==> config.mk <==
export PLATFORM = sky130hd
export DESIGN_NAME = imem_loader
export DESIGN_NICKNAME = d
export VERILOG_FILES = /design/src/rtl/imem_loader.sv
export SDC_FILE = /design/constraint.sdc
export NUM_CORES = 1
export LEC_CHECK = 0
export CORE_MARGIN = 4
export CORE_UTILIZATION = 54
export DETAILED_ROUTE_END_ITERATION = 16
export GPL_TIMING_DRIVEN = 0
export HOLD_SLACK_MARGIN = 0.1
export PLACE_DENSITY = 0.84
export SETUP_SLACK_MARGIN = 0.4
export SLEW_MARGIN = 20
export SYNTH_ARGS = -nofsm -noshare
export SYNTH_HDL_FRONTEND = slang
export SYNTH_SLANG_ARGS = --single-unit
==> constraint.sdc <==
create_clock -name clk -period 2.6 [get_ports clk]
set_input_delay 0.52 -clock clk [delete_from_list [all_inputs] [get_ports clk]]
set_output_delay 0.52 -clock clk [all_outputs]
set_load 0.02 [all_outputs]
==> src/rtl/imem_loader.sv <==
// Instruction-memory loader: accepts a byte stream of the form
//   N[7:0], N[15:8], then N little-endian 32-bit words,
// and writes one word per WRITE cycle into the instruction memory.
// busy holds the core off while a session is in progress.
module imem_loader #(
  parameter int DEPTH  = 512,
  parameter int ADDR_W = 9
) (
  input  logic              clk,
  input  logic              rst,
  input  logic              start,
  input  logic              byte_valid,
  input  logic [7:0]        byte_data,
  output logic              byte_ready,
  output logic              mem_we,
  output logic [ADDR_W-1:0] mem_addr,
  output logic [31:0]       mem_wdata,
  output logic              busy,
  output logic              done,
  output logic              error,
  output logic [15:0]       words_loaded
);

  typedef enum logic [2:0] {
    S_IDLE,
    S_LEN_LO,
    S_LEN_HI,
    S_COLLECT,
    S_WRITE,
    S_DONE,
    S_ERROR
  } state_t;

  // Widened so the oversize comparison is unsigned and width-matched.
  localparam logic [16:0] DEPTH_L = 17'(DEPTH);

  state_t            state;
  state_t            state_next;
  logic [15:0]       len;          // word count N of the current session
  logic [15:0]       len_in;       // N as it will be once the high byte lands
  logic [1:0]        byte_cnt;     // byte lane within the word being assembled
  logic [23:0]       word_lo;      // lower three bytes of the word in flight
  logic [ADDR_W-1:0] addr_cnt;     // next write address
  logic              xfer;
  logic              start_ok;
  logic              last_word;

  assign len_in    = {byte_data, len[7:0]};
  assign xfer      = byte_valid && byte_ready;
  assign last_word = (words_loaded + 16'd1) == len;

  // State register.
  always_ff @(posedge clk) begin
    // NOTE: sequential state uses non-blocking (<=) so every register
    // samples the pre-edge values regardless of statement order.
    if (rst) state <= S_IDLE;
    else     state <= state_next;
  end

  // Next-state decode and Moore/handshake outputs.
  always_comb begin
    // NOTE: every output gets a default first so no path leaves a
    // variable unassigned, which would infer a latch.
    state_next = state;
    byte_ready = 1'b0;
    mem_we     = 1'b0;
    busy       = 1'b0;
    done       = 1'b0;
    error      = 1'b0;
    start_ok   = 1'b0;
    unique case (state)
      S_IDLE: begin
        if (start) begin
          start_ok   = 1'b1;
          state_next = S_LEN_LO;
        end
      end
      S_LEN_LO: begin
        busy       = 1'b1;
        byte_ready = 1'b1;
        if (byte_valid) state_next = S_LEN_HI;
      end
      S_LEN_HI: begin
        busy       = 1'b1;
        byte_ready = 1'b1;
        if (byte_valid) begin
          if (len_in == 16'd0)                state_next = S_DONE;
          else if ({1'b0, len_in} > DEPTH_L)  state_next = S_ERROR;
          else                                state_next = S_COLLECT;
        end
      end
      S_COLLECT: begin
        busy       = 1'b1;
        byte_ready = 1'b1;
        if (byte_valid && byte_cnt == 2'd3) state_next = S_WRITE;
      end
      S_WRITE: begin
        busy       = 1'b1;
        mem_we     = 1'b1;
        state_next = last_word ? S_DONE : S_COLLECT;
      end
      S_DONE: begin
        done = 1'b1;
        if (start) begin
          start_ok   = 1'b1;
          state_next = S_LEN_LO;
        end
      end
      S_ERROR: begin
        error = 1'b1;
        if (start) begin
          start_ok   = 1'b1;
          state_next = S_LEN_LO;
        end
      end
      default: state_next = S_IDLE;
    endcase
  end

  // Datapath: length capture, word assembly, write-port registers, counters.
  always_ff @(posedge clk) begin
    if (rst) begin
      len          <= '0;
      byte_cnt     <= '0;
      word_lo      <= '0;
      addr_cnt     <= '0;
      words_loaded <= '0;
      mem_addr     <= '0;
      mem_wdata    <= '0;
    end else begin
      if (start_ok) begin
        words_loaded <= '0;
        addr_cnt     <= '0;
        byte_cnt     <= '0;
      end

      if (xfer) begin
        unique case (state)
          S_LEN_LO: len[7:0]  <= byte_data;
          S_LEN_HI: len[15:8] <= byte_data;
          S_COLLECT: begin
            byte_cnt <= byte_cnt + 2'd1;
            unique case (byte_cnt)
              2'd0: word_lo[7:0]   <= byte_data;
              2'd1: word_lo[15:8]  <= byte_data;
              2'd2: word_lo[23:16] <= byte_data;
              2'd3: begin
                // Load the write port on the last byte so it is valid for
                // the whole WRITE cycle and holds afterwards.
                mem_wdata <= {byte_data, word_lo};
                mem_addr  <= addr_cnt;
              end
              default: ;
            endcase
          end
          default: ;
        endcase
      end

      if (state == S_WRITE) begin
        addr_cnt     <= addr_cnt + ADDR_W'(1);
        words_loaded <= words_loaded + 16'd1;
      end
    end
  end

endmodule

* Word level (Yosys, flattened, before mapping)
Index checks and enable logic that the tools add are counted.
Operators by class: add/sub/neg operators 3, order comparisons 1, eq/ne operators 14, muxes and demuxes 22, reductions and logical operators 16
Operators by type and width (number):
- 2-to-1 mux 16 bit | 2
- 2-to-1 mux 3 bit | 7
- 2-to-1 mux 9 bit | 2
- adder 16 x 1 -> 16 bit (second input constant) | 1
- equality test 16 bit | 1
- > comparator 16 x 10 -> 1 bit (second input constant) | 1
- logical NOT 16 bit | 1
- case mux 3 bit (5 select lines) | 1
- AND reduction 3 bit | 4
- adder 9 x 1 -> 9 bit (second input constant) | 1
- equality test 3 bit (second input constant) | 3
- 2-to-1 mux 1 bit | 7
- equality test 3 x 2 -> 1 bit (second input constant) | 2
- 2-to-1 mux 2 bit | 3
- != test 2 bit (second input constant) | 3
- OR reduction 3 bit | 2
- equality test 2 bit (second input constant) | 2
- AND reduction 2 bit | 2
- AND reduction 4 bit | 1
- OR reduction 4 bit | 1
- equality test 3 x 1 -> 1 bit (second input constant) | 1
- logical NOT 3 bit | 1
- adder 2 x 1 -> 2 bit (second input constant) | 1
- equality test 2 x 1 -> 1 bit (second input constant) | 1
- 4 further kinds | 5
Word-level totals: flip-flop bits (word level) 111, bits of input ports 12, output and inout bits 62, logic and storage cells 67

* Logic depth before layout (Yosys ltp)
Gate-level depths: netlist (run 1).
word-level depth 6, gate-level depth with buffers 8, gate-level depth less buffers 7

* Worst setup path after synthesis (run 1)
OpenSTA, ideal clock, no wires.
path type flip-flop to flip-flop, start register words_loaded[0], end register state[1], setup time 129 ps, arrival time 2366 ps, required time 2471 ps, path slack 105 ps, stages on the path, launching flop included 8, path buffers 0, period minus slack after synthesis 2495 ps, path through dfxtp_1 -> ha_1 -> nand3_2 -> nor4_1 -> mux2_2 -> a2111oi_2 -> nand4_1 -> o2bb2ai_1
Between the ends: cells in the longest elaborated chain, start to end 4
RTL lines:
- from (decl) | line 21 | output logic [15:0] words_loaded
- from (signal assigned) | line 162 | words_loaded <= words_loaded + 16'd1;
- adder 16 x 1 -> 16 bit | line 50 | assign last_word = (words_loaded + 16'd1) == len;
- equality test 16 bit | line 50
- 2-to-1 mux 3 bit | line 100 | state_next = last_word ? S_DONE : S_COLLECT;
- case mux 3 bit (5 select lines) | line 71 | unique case (state)
- to (signal assigned) | line 57 | else state <= state_next;
- to (decl) | line 37 | state_t state;
No other way between the ends. A chain may end at the register's enable or synchronous reset.

* Worst setup path after layout (run 1)
start register state[1], end output mem_we
Between the ends: cells in the longest elaborated chain, start to end 2
RTL lines:
- equality test 3 bit | line 71
- 2-to-1 mux 1 bit | line 71
- to (decl) | line 15 | output logic mem_we,
No other way between the ends.

==> impl.org, run 1 <==
** Status
- The flow ran to the end, and the final reports show no timing, DRC or antenna violations.

** Global route
- For this run, the total global-route usage over all layers was measured as 0.262.
- The number of antenna violations at the first check in global routing was 0.
- Entering global routing, the biggest net connects 21 pins.
- The first global-routing pass estimated 23700 microns of wire.
- After global routing the overflow that remains totals 0.
- The number of global-route vias before repair came to 4895.

** Synth
- After synthesis, the share of flip-flops with an asynchronous set or reset is 0.
- Post-synth net total :: 679
- Averaged over all synthesized cells, the footprint is 7.63 sq um.
- Dominant synthesized flop cell :: dfxtp_1
- Unique cell type count in the Yosys netlist :: a little over 60
- During synthesis, Yosys emitted a total of 0 warnings.
- In this run, synthesis inferred 0 flip-flops with an integrated enable.
- The mapped netlist covers 5050 sq um.
- In this run, synthesis produced a sequential element count of approximately 110.
- Sequential fraction of the synthesis area :: 0.440
- Synthesized netlist cell count :: 661

** CTS
- H-tree depth :: 3
- Clock slew at the register clock pins of the worst setup and hold paths :: around 0.11 ns
- CTS saw 111 sinks.
- Insertion delay to the later sink of the worst-skew pair :: 0.38 ns
- Root Buffer :: clkbuf_8
- Buffer depth of the longest clock path :: 2
- Counting the buffers created by CTS gives 9.
- After clock tree synthesis, the flow added hold-fix buffers numbering 0.
- TritonCTS built the clock tree.

** Die
- The die covers 11000 sq um.
- Placeable Area :: 9150 sq um
- Top Ports :: 74
- Starting density of the core :: 0.551
- The die is 105 microns tall.
- Standard-cell row count :: 35
- In this run the horizontal extent of the chip is 105 microns.

** Place
- The wire-length estimate of the detail-placed layout is around 10000 microns.
- Routability-driven placement finished with a final weighted congestion of between 0.9 and 1.
- Port-buffer cells :: 71
- Once placement completed, the tool counted placed cells totaling 843.
- The placed instances occupy a cell area of 5920 sq um.

** Critical path
- Of all nets on the critical path, the largest fanout is 10.
- Required time reported for the critical path endpoint :: 2.08 ns
- Startpoint class of the critical path :: flip-flop
- Cell type of the slowest stage on the worst timing path :: dfxtp_1
- Data arrives at the worst endpoint at 1.77 ns.
- The worst setup path is of the reg2out kind.
- Cell Chain, Critical Path :: buf_2, nor2_4, nand2_4, inv_6, buf_4, clkdlybuf4s15_2
- Peak per-stage delay on the critical path :: 0.31 ns
- Setup crit end kind :: primary output

** Timing
- Worst slew margin :: 0.487
- In the final timing run, aggregate negative setup slack is 0 ns.
- Worst-case clock skew :: 0.0105 ns
- Final setup violating endpoints :: 0
- Max-slew violation count :: 0
- Worst slew pin tran :: 0.764 ns
- Setup repair after global routing could not meet its margin everywhere.
- Final Hold Viols :: 0
- Dividing the final minimum period by the clock period gives 0.882.
- Max frequency :: 436 MHz
- Clock period minus worst slack :: 2.29 ns

** Drt
- Avg WL per Cell :: 16.8 microns
- Pre-Repair DR Iteration Count :: 5
- In the routed layout, each cell is associated on average with a via count of 5.95.
- The final layout contains routed wiring with a total length of about 15000 microns.
- In the routed design, unresolved DRC markers number 0.
- Count of nets left with antenna violations after detail routing :: 0
- Number of design-rule violations left by the first detailed-router iteration :: 507
- Detailed routing inserted a total of 5196 vias.

** Cells and area
- Finished Core Util :: 0.689
- The top cell types in the final layout, fill and taps aside, are 166 x nand2_1, 108 x a21oi_1, 105 x dfxtp_1, 66 x clkdlybuf4s50_1, 42 x nand3_1.
- Final standard cell count with taps included and fillers excluded :: 873
- The area growth from synthesis to layout is 24.9%.
- Diode count :: 0
- With fillers left out, the area of the finished cells amounts to 6300 sq um.
- Final layout net count :: 775
- Number of fill cells in the layout :: 748
- Fraction of final layout cells with drive strength greater than 1 :: 0.0958
- Leading cell type in the layout, fill and taps excluded :: nand2_1

** Run
- Number of maximum-capacitance constraint violations :: 0

** Power and ir drop
- Peak supply drop :: 360 uV
- Lkg Pwr :: roughly 2.1 nW
- Total power for the finished layout comes to 3.77 mW.
- Total power density per cell area :: 598 nW/um^2

** Hold path
- The tightest min-delay check is of the reg2reg type.
## registers in the layout (all words and copies together), names as in the netlist
| name | count |
|---|---|
| addr_cnt | 9 |
| byte_cnt | 2 |
| len | 16 |
| mem_addr | 9 |
| mem_wdata | 32 |
| state | 3 |
| word_lo | 24 |
| words_loaded | 16 |
## report_power, final
part / switching, mW / internal [mW]
clock network: 0.631 / 0.375
logic: 0.627 / 0.328
registers: 0.0509 / 1.76
total: 1.31 / 2.46
## worst paths after layout
check                           slack (ns)       startpoint          to  cells after the start
worst max register to register        0.45  words_loaded[0]    state[1]                      7
worst min register to register        0.46       word_lo[5]  word_lo[5]                      2
worst max-delay path                  0.31         state[1]      mem_we                      6
worst min-delay path                  0.46       word_lo[5]  word_lo[5]                      2
## synthesized netlist by cell type (2+ instances only)
cell        n  area share
o21ai_0    21       0.021
inv_1       9      0.0067
a21oi_1   109        0.11
a21boi_0    2      0.0030
nand4_1     4      0.0050
a22oi_1     2      0.0030
a211oi_1    3      0.0045
nor3b_1     2      0.0030
a311oi_1    4      0.0069
or3_1       7      0.0087
and4_1      4      0.0069
and3_1      6      0.0074
nor4_1      5      0.0062
xor2_1      4      0.0069
nor2_1     37       0.028
ha_1        6       0.015
dfxtp_1   111        0.44
xnor2_1    15       0.026
o211ai_1    2      0.0030
nor2b_1     2      0.0025
nor3_1      6      0.0060
nand4_2     2      0.0050
buf_2       7      0.0069
nand2b_1    2      0.0025
nand2_1   167        0.12
nand4b_1    2      0.0035
nand3_1    42       0.042
nand3b_1    2      0.0030
a31oi_1     6      0.0074
o311ai_0    2      0.0035
clkbuf_1   38       0.028
## cell type report
class	instances	area, sq um	area share
multi-input combinational	493	2670	0.424
sequential	111	2230	0.355
timing repair buffer	85	812	0.129
buffer	47	214	0.0339
tap	111	139	0.0220
clock buffer	10	128	0.0202
clock inverter	6	62.6	0.00992
inverter	10	42.5	0.00675
## worst max-delay path: cells and delay by family, from the launching register on
family,cells,cell delay (ns)
buffers and inverters,4,0.78
flip-flops,1,0.31
AND/OR/NAND/NOR,2,0.30
## through the flow
step                      hold slack (ns)  setup slack [ns]
after floorplan                     0.432             0.421
after global placement              0.443            -0.303
after detailed placement            0.447            -0.289
after CTS                           0.460             0.217
after global routing                0.478             0.248
final                               0.463             0.307
## per-layer routing
metal,global-route usage,vias up,part of all wire
met3,0.0408,53,0.078
met1,0.346,2429,0.42
met4,0.122,0,0.033
met2,0.421,243,0.47
li1,-,2471,-
met5,0,-,0
## logic make-up after synthesis
| logic type | count (synthesis) | synth area share |
|---|---|---|
| multiplexers | 2 | 0.00422 |
| AO/OA/AOI/OAI | 165 | 0.187 |
| buffers and inverters | 57 | 0.0451 |
| AND/OR/NAND/NOR | 301 | 0.275 |
| flip-flops | 111 | 0.440 |
| XOR/XNOR | 19 | 0.0330 |
| adder cells (fa/ha/maj) | 6 | 0.0149 |
## what timing repair did
action / 4_1_cts / 5_1_grt
resized for setup: 21 / 25
setup buffers: 1 / 13
endpoints found under the setup margin: 20 / 58
pin swaps: 1 / 6
No activity file was read; power rests on OpenSTA's default activity.
==> run 2, diff against run 1 <==
CTS_CLUSTER_DIAMETER = 80   (was not set)
SKIP_CTS_REPAIR_TIMING = 1   (was not set)
==> impl.org, run 2 (same netlist as run 1, synthesis figures left out) <==
** Global route
- The combined global-route utilization of all metal layers was 0.259 (-0.00246).
- Antenna violations before repair :: 0 (unchanged)
- The global-route wire length before repair was 23500 microns (-0.93%).
- Remaining Overflow, GRT :: 0 (unchanged)
- Via count of the first global-routing pass :: 4834 (-1.2%)
- The maximum number of pins on one net before global-route repair came to 21 (unchanged).

** CTS
- The cell sitting at the root of the clock tree is a clkbuf_8.
- H-tree depth :: 3 (unchanged)
- Number of clock buffers inserted by TritonCTS :: 9 (unchanged)
- CTS sink count :: 111 (unchanged)
- Insertion delay to the later sink of the worst-skew pair :: 0.38 ns (about the same)
- The maximum clock path buffer count is 2 (unchanged).
- The CTS clock-pin slew for the worst setup and hold paths is 0.11 ns (about the same).
- TritonCTS built the clock tree.

** Critical path
- The arrival time at the worst endpoint was 1.87 ns (+0.10 ns).
- The signal on the critical path passes through buf_2, nor2_4, nand2_4, inv_4, clkbuf_4, dlymetal6s2s_1.
- STA classifies the critical path endpoint as a primary output.
- STA classifies the critical path startpoint as a flip-flop.
- R2r worst-path depth :: 6 (-1)
- Reg-to-reg endpoint :: words_loaded[3]
- Crit Path Class :: reg2out
- The worst path required time was 2.08 ns (about the same).
- Crit-path leading delay family :: buffers and inverters
- The number of stages on the worst setup path is 6 (unchanged).
- Cell type of the slowest stage on the worst timing path :: dfxtp_1
- The buffers plus inverters on the worst setup path came to 4 (unchanged).
- Slack of the worst reg-to-reg path :: 0.41 ns (-0.04 ns)
- The delay of the slowest critical-path stage was 0.31 ns (about the same).
- In this run the critical register-to-register path is launched from state[1].
- Maximum fanout along the worst path :: 10 (unchanged)

** Die
- The die boundary width came to 105 microns (unchanged).
- The top-level port count is 74 (unchanged).
- The floorplan die area was 11000 sq um (unchanged).
- Placeable Area :: 9150 sq um (unchanged)
- The effective utilization at floorplan was 0.551 (unchanged).
- Standard-cell row count :: 35 (unchanged)
- Die H :: 105 microns (unchanged)

** Timing
- Max frequency :: 419 MHz (-3.9%)
- Worst slew margin :: 0.452 (-0.0350)
- The hold violation count in the final report is 0 (unchanged).
- The total setup violations reported at the end of the flow came to 0 (unchanged).
- Worst slew pin tran :: 0.816 ns (+0.0520 ns)
- The worst-case clock skew is 0.00898 ns (-0.00156 ns).
- Setup Total Neg Slack :: 0 ns (unchanged)
- The final critical-path required period is 2.39 ns (+0.0925 ns).
- The post-route worst setup slack is 0.215 ns (-0.0925 ns).
- Setup repair after global routing could not meet its margin everywhere.
- Post-route worst hold slack :: 0.463 ns (-0.000279 ns)
- Period Utilization, post-route :: 0.917 (+0.0356)
- The number of slew-limit violations in the final report is 0 (unchanged).

** Cells and area
- Number of flip-flops in the largest register :: 32 (unchanged)
- The fraction of final layout cells sized beyond drive strength 1 was 0.0921 (-0.00370).
- Biggest registers after layout :: mem_wdata: 32 flops, word_lo: 24 flops
- The net count reported at finish came to 773 (-0.26%).
- Diode count :: 0 (unchanged)
- Leading cell type in the layout, fill and taps excluded :: nand2_1
- Register ranked first by flip-flop count :: mem_wdata
- Syn-to-layout area delta :: 24.9% (unchanged)
- The top cell types in the final layout, fill and taps aside, are 166 x nand2_1, 108 x a21oi_1, 106 x dfxtp_1, 66 x clkdlybuf4s50_1, 41 x nand3_1.

** Hold path
- Worst min-delay path class :: reg2reg
- Worst Hold Path EP :: mem_wdata[7]
- Worst hold start :: mem_wdata[7]
- The worst hold path cell count came to 2 (unchanged).

** Power and ir drop
- The total power consumption of the routed design is 3.78 mW (+0.27%).
- The total net switching power was 1.32 mW (+0.64%).
- The fraction of power spent switching nets was 0.348 (+0.00128).
- The cell area power density was 600 nW/um^2 (+0.27%).
- Proportion of power drawn by the clock network :: 0.270 (+0.003)
- Lkg Pwr :: 2.20 nW (+2.6%)
- The proportion of power drawn by flip-flops and latches was 0.479 (about the same).
- The part of the power in combinational logic was 0.251 (-0.002).
- Internal Pwr Total :: 2.47 mW (about the same)
- Peak supply drop :: 372 uV (+3.2%)

** Drt
- The wire length per cell came to 16.9 microns (+0.48%).
- The total DRC errors in the routed layout came to 0 (unchanged).
- Count of nets left with antenna violations after detail routing :: 0 (unchanged)
- Vias per Instance :: 5.96 (+0.19%)
- The number of vias after detailed routing was 5194 (-0.038%).
- Number of design-rule violations left by the first detailed-router iteration :: 516 (+1.8%)
- Pre-Repair DR Iteration Count :: 7 (+2)
- Total Wirelength :: 14700 microns (+0.25%)

** Place
- The weighted congestion at the end of routability-driven global placement was 0.940 (unchanged).
- The half-perimeter wire length after placement is 10100 microns (unchanged).
- The number of buffer cells added on primary ports is 71 (unchanged).
- Worst slack after detailed placement :: -0.289 ns (unchanged)

** Status
- Outcome :: finished clean

** Run
- The number of max-capacitance violations reported came to 0 (unchanged).
-- run 2: cell count changes in the layout (fill, tap and decap cells not counted), sizes merged --
cell           before  now
dlymetal6s2s        0    5
dlygate4sd2         4    0
buf                22   20
clkdlybuf4s15       1    0
-- run 2: final cells by class --
cell class | count | area [sq um]
tap | 111 | 139
timing repair buffer | 83 | 813
clock buffer | 10 | 128
buffer | 47 | 211
inverter | 10 | 40.0
fill | 742 | 2850
clock inverter | 6 | 62.6
sequential | 111 | 2230
multi-input combinational | 493 | 2680
-- run 2: per-layer routing --
layer	share of wire	track usage	vias to the layer above
met5	0	0	-
met4	0.028	0.113	0
met3	0.078	0.0389	41
met1	0.42	0.343	2446
met2	0.47	0.421	241
li1	-	-	2466
-- run 2: worst max-delay path by stage --
| stage | start | endpoint |
|---|---|---|
| after floorplan | words_loaded[1] | state[1] |
| after global placement | state[0] | mem_we |
| after detailed placement | state[0] | mem_we |
| after CTS | state[0] | mem_we |
| after global routing | state[0] | mem_we |
| final | state[0] | mem_we |
-- run 2: worst register-to-register path, delay by kind of cell, from the launching register on --
family	cells	cell delay [ns]
flip-flops	1	0.32
AO/OA/AOI/OAI	1	0.40
buffers and inverters	2	0.74
AND/OR/NAND/NOR	3	0.62
-- run 2: power by group through the flow --
stage                     clock network [mW]  logic (mW)  registers [mW]
after CTS                               1.02       0.883            1.81
after detailed placement                   0       0.875            1.85
after floorplan                            0       0.595            1.84
after global placement                     0       0.852            1.85
after global routing                    1.09        1.02            1.82
final                                   1.02       0.950            1.81
-- run 2: per-stage QoR --
stage,std cells,utilization,area (sq um)
finish,871,0.689,6300
global route,871,0.689,6300
CTS,859,0.667,6110
detailed placement,843,0.647,5920
global placement,843,0.647,5920
floorplan,661,-,5070
